==> src/rtl/dispatch_pkg.sv <==
// rtl/dispatch_pkg.sv - shared constants, slot states and queue-meta pack/unpack helpers for the dispatch-to-issue-queue stage
package dispatch_pkg;

  localparam int DISPATCH_NUM_CH = 5;
  localparam int DISPATCH_DATA_W = 128;

  // Channel order on the dispatch bus
  localparam int CH_ALU0 = 0;
  localparam int CH_ALU1 = 1;
  localparam int CH_MDU0 = 2;
  localparam int CH_LSU0 = 3;
  localparam int CH_LSU1 = 4;

  // Occupancy of one channel: nothing, main only, main plus skid
  typedef enum logic [1:0] {
    SLOT_EMPTY = 2'd0,
    SLOT_MAIN  = 2'd1,
    SLOT_FULL  = 2'd2
  } slot_state_e;

  typedef logic [DISPATCH_DATA_W-1:0] dispatch_data_t;

  // ALU/MDU issue-queue meta
  typedef struct packed {
    logic [5:0]  rob_id;
    logic [31:0] pc;
    logic [5:0]  prd;
    logic [5:0]  prs1;
    logic [5:0]  prs2;
    logic [31:0] imm;
    logic [4:0]  op;
  } alu_meta_t;

  // LSU issue-queue meta
  typedef struct packed {
    logic [5:0]  rob_id;
    logic [5:0]  prd;
    logic [5:0]  prs1;
    logic [5:0]  prs2;
    logic [31:0] imm;
    logic [3:0]  size_sign;
    logic        is_store;
    logic [4:0]  lq_idx;
    logic [4:0]  sq_idx;
  } lsu_meta_t;

  // Narrower metas sit in the low bits with the rest zeroed
  function automatic dispatch_data_t pack_alu(input alu_meta_t m);
    dispatch_data_t d;
    d = '0;
    d[$bits(alu_meta_t)-1:0] = m;
    return d;
  endfunction

  function automatic alu_meta_t unpack_alu(input dispatch_data_t d);
    alu_meta_t m;
    m = d[$bits(alu_meta_t)-1:0];
    return m;
  endfunction

  function automatic dispatch_data_t pack_lsu(input lsu_meta_t m);
    dispatch_data_t d;
    d = '0;
    d[$bits(lsu_meta_t)-1:0] = m;
    return d;
  endfunction

  function automatic lsu_meta_t unpack_lsu(input dispatch_data_t d);
    lsu_meta_t m;
    m = d[$bits(lsu_meta_t)-1:0];
    return m;
  endfunction

endpackage

==> src/rtl/dispatch_skid_slot.sv <==
// rtl/dispatch_skid_slot.sv - one channel's main+skid two-entry FIFO driven by pre-gated accept/drain strobes
module dispatch_skid_slot
  import dispatch_pkg::*;
#(
  parameter int DATA_W = DISPATCH_DATA_W
) (
  input  logic              clk,
  input  logic              rst,
  input  logic              flush_i,
  input  logic              accept_i,
  input  logic              drain_i,
  input  logic [DATA_W-1:0] in_data_i,
  output logic              main_v_o,
  output logic              skid_v_o,
  output logic [DATA_W-1:0] main_data_o
);

  slot_state_e       state_q;
  logic [DATA_W-1:0] main_data_q;
  logic [DATA_W-1:0] skid_data_q;

  // Occupancy FSM; data registers only move on accept or skid promotion.
  // Pause needs no branch here: the top forces accept and drain low.
  always_ff @(posedge clk) begin
    if (rst) begin
      state_q     <= SLOT_EMPTY;
      main_data_q <= '0;
      skid_data_q <= '0;
    end else if (flush_i) begin
      state_q <= SLOT_EMPTY;
    end else begin
      case (state_q)
        SLOT_EMPTY: begin
          if (accept_i) begin
            main_data_q <= in_data_i;
            state_q     <= SLOT_MAIN;
          end
        end
        SLOT_MAIN: begin
          if (accept_i && drain_i) begin
            main_data_q <= in_data_i;
          end else if (accept_i) begin
            skid_data_q <= in_data_i;
            state_q     <= SLOT_FULL;
          end else if (drain_i) begin
            state_q <= SLOT_EMPTY;
          end
        end
        SLOT_FULL: begin
          // in_ready is low while full, so only a drain can happen
          if (drain_i) begin
            main_data_q <= skid_data_q;
            state_q     <= SLOT_MAIN;
          end
        end
        default: state_q <= SLOT_EMPTY;
      endcase
    end
  end

  assign main_v_o    = (state_q != SLOT_EMPTY);
  assign skid_v_o    = (state_q == SLOT_FULL);
  assign main_data_o = main_data_q;

endmodule

==> src/rtl/dispatch_iq_pipe.sv <==
// rtl/dispatch_iq_pipe.sv - NUM_CH skid-buffered dispatch-to-issue-queue channels; DISPATCH_IQ_PIPE_PERF_EN adds perf_bp_cnt
module dispatch_iq_pipe
  import dispatch_pkg::*;
#(
  parameter int NUM_CH = DISPATCH_NUM_CH,
  parameter int DATA_W = DISPATCH_DATA_W
) (
  input  logic                     clk,
  input  logic                     rst,
  input  logic                     flush,
  input  logic                     pausereq,
  input  logic [NUM_CH-1:0]        in_valid,
  input  logic [NUM_CH*DATA_W-1:0] in_data,
  output logic [NUM_CH-1:0]        in_ready,
  output logic [NUM_CH-1:0]        out_valid,
  output logic [NUM_CH*DATA_W-1:0] out_data,
  input  logic [NUM_CH-1:0]        out_ready
`ifdef DISPATCH_IQ_PIPE_PERF_EN
  ,
  output logic [31:0]              perf_bp_cnt
`endif
);

  logic [NUM_CH-1:0]        main_v;
  logic [NUM_CH-1:0]        skid_v;
  logic [NUM_CH-1:0]        accept;
  logic [NUM_CH-1:0]        drain;
  logic [NUM_CH*DATA_W-1:0] main_data;
  logic                     block_in;
  logic                     block_out;

  // in_ready depends only on registered skid state plus global controls,
  // never on out_ready, so back-pressure does not ripple upstream in one cycle
  assign block_in  = rst | flush | pausereq;
  assign block_out = rst | pausereq;
  assign in_ready  = ~skid_v & {NUM_CH{~block_in}};
  assign out_valid = main_v & {NUM_CH{~block_out}};
  assign out_data  = rst ? '0 : main_data;
  assign accept    = in_valid & in_ready;
  assign drain     = out_valid & out_ready;

  for (genvar i = 0; i < NUM_CH; i++) begin : g_ch
    dispatch_skid_slot #(
      .DATA_W(DATA_W)
    ) u_slot (
      .clk        (clk),
      .rst        (rst),
      .flush_i    (flush),
      .accept_i   (accept[i]),
      .drain_i    (drain[i]),
      .in_data_i  (in_data[i*DATA_W +: DATA_W]),
      .main_v_o   (main_v[i]),
      .skid_v_o   (skid_v[i]),
      .main_data_o(main_data[i*DATA_W +: DATA_W])
    );
  end

`ifdef DISPATCH_IQ_PIPE_PERF_EN
  logic [31:0] perf_cnt_q;
  logic        bp_hit;

  // out_valid already excludes pause and reset, so it stands in for main_v & !pausereq
  assign bp_hit = |(out_valid & ~out_ready);

  // Saturating back-pressure cycle counter; survives flush, cleared by reset
  always_ff @(posedge clk) begin
    if (rst) begin
      perf_cnt_q <= '0;
    end else if (bp_hit && (perf_cnt_q != 32'hFFFF_FFFF)) begin
      perf_cnt_q <= perf_cnt_q + 32'd1;
    end
  end

  assign perf_bp_cnt = perf_cnt_q;
`endif

endmodule

==> config.mk <==
export PLATFORM = sky130hd
export DESIGN_NAME = dispatch_iq_pipe
export DESIGN_NICKNAME = d
export VERILOG_FILES = /design/src/rtl/dispatch_pkg.sv /design/src/rtl/dispatch_skid_slot.sv /design/src/rtl/dispatch_iq_pipe.sv
export SDC_FILE = /design/constraint.sdc
export NUM_CORES = 2
export LEC_CHECK = 0
export BUFFER_PORTS_ARGS = -buffer_cell sky130_fd_sc_hd__buf_2
export CORE_AREA = 4 4 504 506
export DETAILED_ROUTE_END_ITERATION = 10
export DIE_AREA = 0 0 508 510
export GPL_TIMING_DRIVEN = 0
export PLACE_DENSITY = 0.39
export SETUP_SLACK_MARGIN = 0.3
export SKIP_CTS_REPAIR_TIMING = 1
export SYNTH_ARGS = -nofsm -noshare
export SYNTH_HDL_FRONTEND = slang
export SYNTH_SLANG_ARGS = --single-unit
==> constraint.sdc <==
create_clock -name clk -period 1.8 [get_ports clk]
set_clock_uncertainty 0.15 [all_clocks]
set_input_delay 0.27 -clock clk [delete_from_list [all_inputs] [get_ports clk]]
set_output_delay 0.27 -clock clk [all_outputs]
set_load 0.02 [all_outputs]
==> reports/qor.yml <==
sta:
  fin_setup_tns_ns: -458.02
  max_freq_mhz: 417
  hold_violations: 3
  drv_slew: 0
  worst_slew_pin_slew_ns: 1.35
  min_period_ns: 2.40
  whs_ns: -0.0800
  setup_viol: 1862
  setup_ws_ns: -0.601
  rsz0062_at_grt: "yes"
  period_share: 1.33
  slew_headroom: 0.100
route:
  drt_iter0_drc: 2984
  avgRoutedWirePerCell_microns: 23.6
  final_antenna_net_count: 0
  drc_errors: 0
  wl_mm: 289
  vias: 54749
  vias_per_cell: 4.48
  dr.pass1.iters: 5
die:
  boundaryPins: 1304
  core_sq_um: 250000
  fp-row-count: 184
  die-height_microns: 510
  start_util: 0.217
  die_area_sq_um: 259000
  die_x_microns: 508
synth:
  synth-compound-area-share: 0.168
  yosys.area.top_type_share: 0.475
  synthAdderAreaFrac: 0
  ys_warn_count: 0
  syn_nets: 7141
  syn_area_per_cell_sq_um: 8.37
  synth_cells: 6487
  synth_seq_cells: 1290
  synth-xor-area-share: 0
  synthMuxAreaShare: 0.118
  synth_area_leaders: "dfxtp_1, mux2i_1, o32ai_1"
  synth_cell_types: 34
  netlist_area_sq_um: 54300
  yosysTopAreaCell: "dfxtp_1"
  synth_simple_gate_area_frac: 0.142
  seq_area_frac_synth: 0.475
  synth_top_family_by_area: "compound AO/OA/AOI/OAI gates"
pwr:
  power_density_nw_per_um2: 850
  p_sw_frac: 0.263
  p_leak_nw: 32.9
  p_comb_frac: 0.110
  p_seq_frac: 0.418
  ir_drop_mv: 0.773
  power.net_switching_w: 0.0184
  pwr-share-clk: 0.472
  p_int_w: 0.0516
final_layout:
  final_net_count: 9331
  layout-drive-gt1-share: 0.284
  area_delta_synth_final_pct: 51.5
  nFillCells: 26634
worst_setup_path:
  crit_start: "g_ch[3].u_slot.main_data_o[18]"
  reg2regPathDepth: 7
  rr_endpoint: "g_ch[3].u_slot.skid_data_q[98]"
  r2r_start: "g_ch[3].u_slot.state_q[0]"
  path_class: "reg2out"
  cp_max_fo: 2
  required_ns: 1.38
  regToRegSetupSlack_ns: -0.52
  arrival_ns: 1.98
  worst_setup_path_start_kind: "flip-flop"
  cp-end-kind: "output port"
  crit_end: "out_data[402]"
placed_design:
  io_buffer_count: 1301
  place_ws_ns: -1.72
  place.gp.congestion: 0.962
  dpl.hpwl_mm: 227
run_status:
  outcome: "finished, violations left"
  violations: "negative hold slack, negative setup slack"
hold_path:
  holdCritStartpoint: "rst"
  hp-class: "in2reg"
flow_run:
  maxCapViolations: 0
cts:
  clk_pin_slew_ns: 0.06
  root_buffer: "clkbuf_16"
  htree_levels: 4
  clkSinkCount: 1290
  numCtsBuffers: 161
  cts_buffer_depth: 3
  cts_tree: "yes"
  clk_latency_ns: 0.82
global_route:
  grt_max_degree: 17
  gr-total-overflow: 0
  grt_usage: 0.209
  first_global_vias: 50422
  grt_pass1_wl_mm: 389
  antenna_found_initial: 134
-- per-layer routing --
metal	GRT usage	vias to the layer above	routed length [microns]
li1	-	26411	-
met1	0.245	26079	119000
met2	0.346	1735	136000
met3	0.0782	462	22100
met4	0.0819	62	11400
met5	0	-	343
-- flip-flops by register name (all words and copies together), names as in the netlist --
signal and flops:
g_ch.u_slot.state_q 10, g_ch.u_slot.skid_data_q 640, g_ch.u_slot.main_data_o 640
-- cell usage after synthesis, drive strengths merged --
library cell / number
dfxtp: 1290
nand2: 1287
a21oi: 654
inv: 647
nor2: 646
mux2i: 640
o32ai: 640
buf: 300
clkbuf: 280
nand2b: 16
nor3: 13
nor2b: 12
a31oi: 8
o211ai: 8
nand3: 5
nor3b: 5
o21ai: 5
or2: 5
a221oi: 3
and4b: 3
nand3b: 3
nand4b: 3
o21a: 3
a2111oi: 2
a211oi: 2
a21boi: 2
a31o: 2
and3: 2
or3: 1
-- power groups by stage --
stage	Clock, W	Sequential, W	Combinational, W
4_1_cts	0.0341	0.0292	0.00589
3_3_place_gp	0	0.0299	0.00583
2_1_floorplan	0	0.0298	0.00301
6_report	0.0330	0.0293	0.00769
3_5_place_dp	0	0.0299	0.00587
5_1_grt	0.0351	0.0293	0.00822
-- through the flow --
step / power, W / instances / cell area, sq um / util / hold WS, ns
finish: 0.0700 / 12224 / 82300 / 0.329 / -0.0800
global route: 0.0726 / 12196 / 82200 / 0.329 / -0.0756
CTS: 0.0692 / 11421 / 72300 / 0.289 / -0.554
detailed placement: 0.0357 / 11137 / 66900 / 0.268 / 0.296
global placement: 0.0357 / 11136 / 66900 / 0.268 / 0.291
floorplan: 0.0329 / 6487 / 56200 / - / 0.216
-- kinds of logic after synthesis --
family,Yosys count
AND/OR/NAND/NOR,2001
AO/OA/AOI/OAI,1329
buffers and inverters,1227
flip-flops,1290
multiplexers,640
-- placed cells by master, fill, tap and decap left out, drive strengths merged, types with 525 or more instances in the layout --
| cell type | Yosys | final |
|---|---|---|
| mux2i | 640 | 640 |
| nor2 | 646 | 646 |
| clkbuf | 280 | 525 |
| inv | 647 | 651 |
| dlygate4sd3 | 0 | 653 |
| dfxtp | 1290 | 1290 |
| o32ai | 640 | 640 |
| buf | 300 | 1671 |
| nand2 | 1287 | 1287 |
| a21oi | 654 | 654 |
-- worst min-delay path by stage --
stage,slack [ns],to,depth (start not counted)
finish,-0.08,g_ch[1].u_slot.state_q[0],4
global route,-0.08,g_ch[1].u_slot.state_q[0],4
CTS,-0.55,g_ch[3].u_slot.skid_data_q[122],3
detailed placement,0.30,g_ch[2].u_slot.skid_data_q[86],2
global placement,0.29,g_ch[0].u_slot.skid_data_q[59],2
floorplan,0.22,g_ch[0].u_slot.state_q[1],1
-- critical path, cell delays in order, from the launching register on --
cell,delay (ns)
dfxtp_1,0.30
inv_1,0.06
nor2_1,0.52
buf_2,0.29
-- area by class of cell --
class / count / area (sq um) / area share
Tap cell: 3348 / 4190 / 0.0509
Multi-Input combinational cell: 3970 / 25800 / 0.313
Inverter: 647 / 2430 / 0.0295
Clock inverter: 42 / 543 / 0.00660
Antenna cell: 78 / 195 / 0.00237
Sequential cell: 1290 / 25900 / 0.315
Buffer: 580 / 3990 / 0.0484
Clock buffer: 242 / 4810 / 0.0584
Timing Repair Buffer: 2027 / 14500 / 0.176
(Power assumes the default switching activity.)
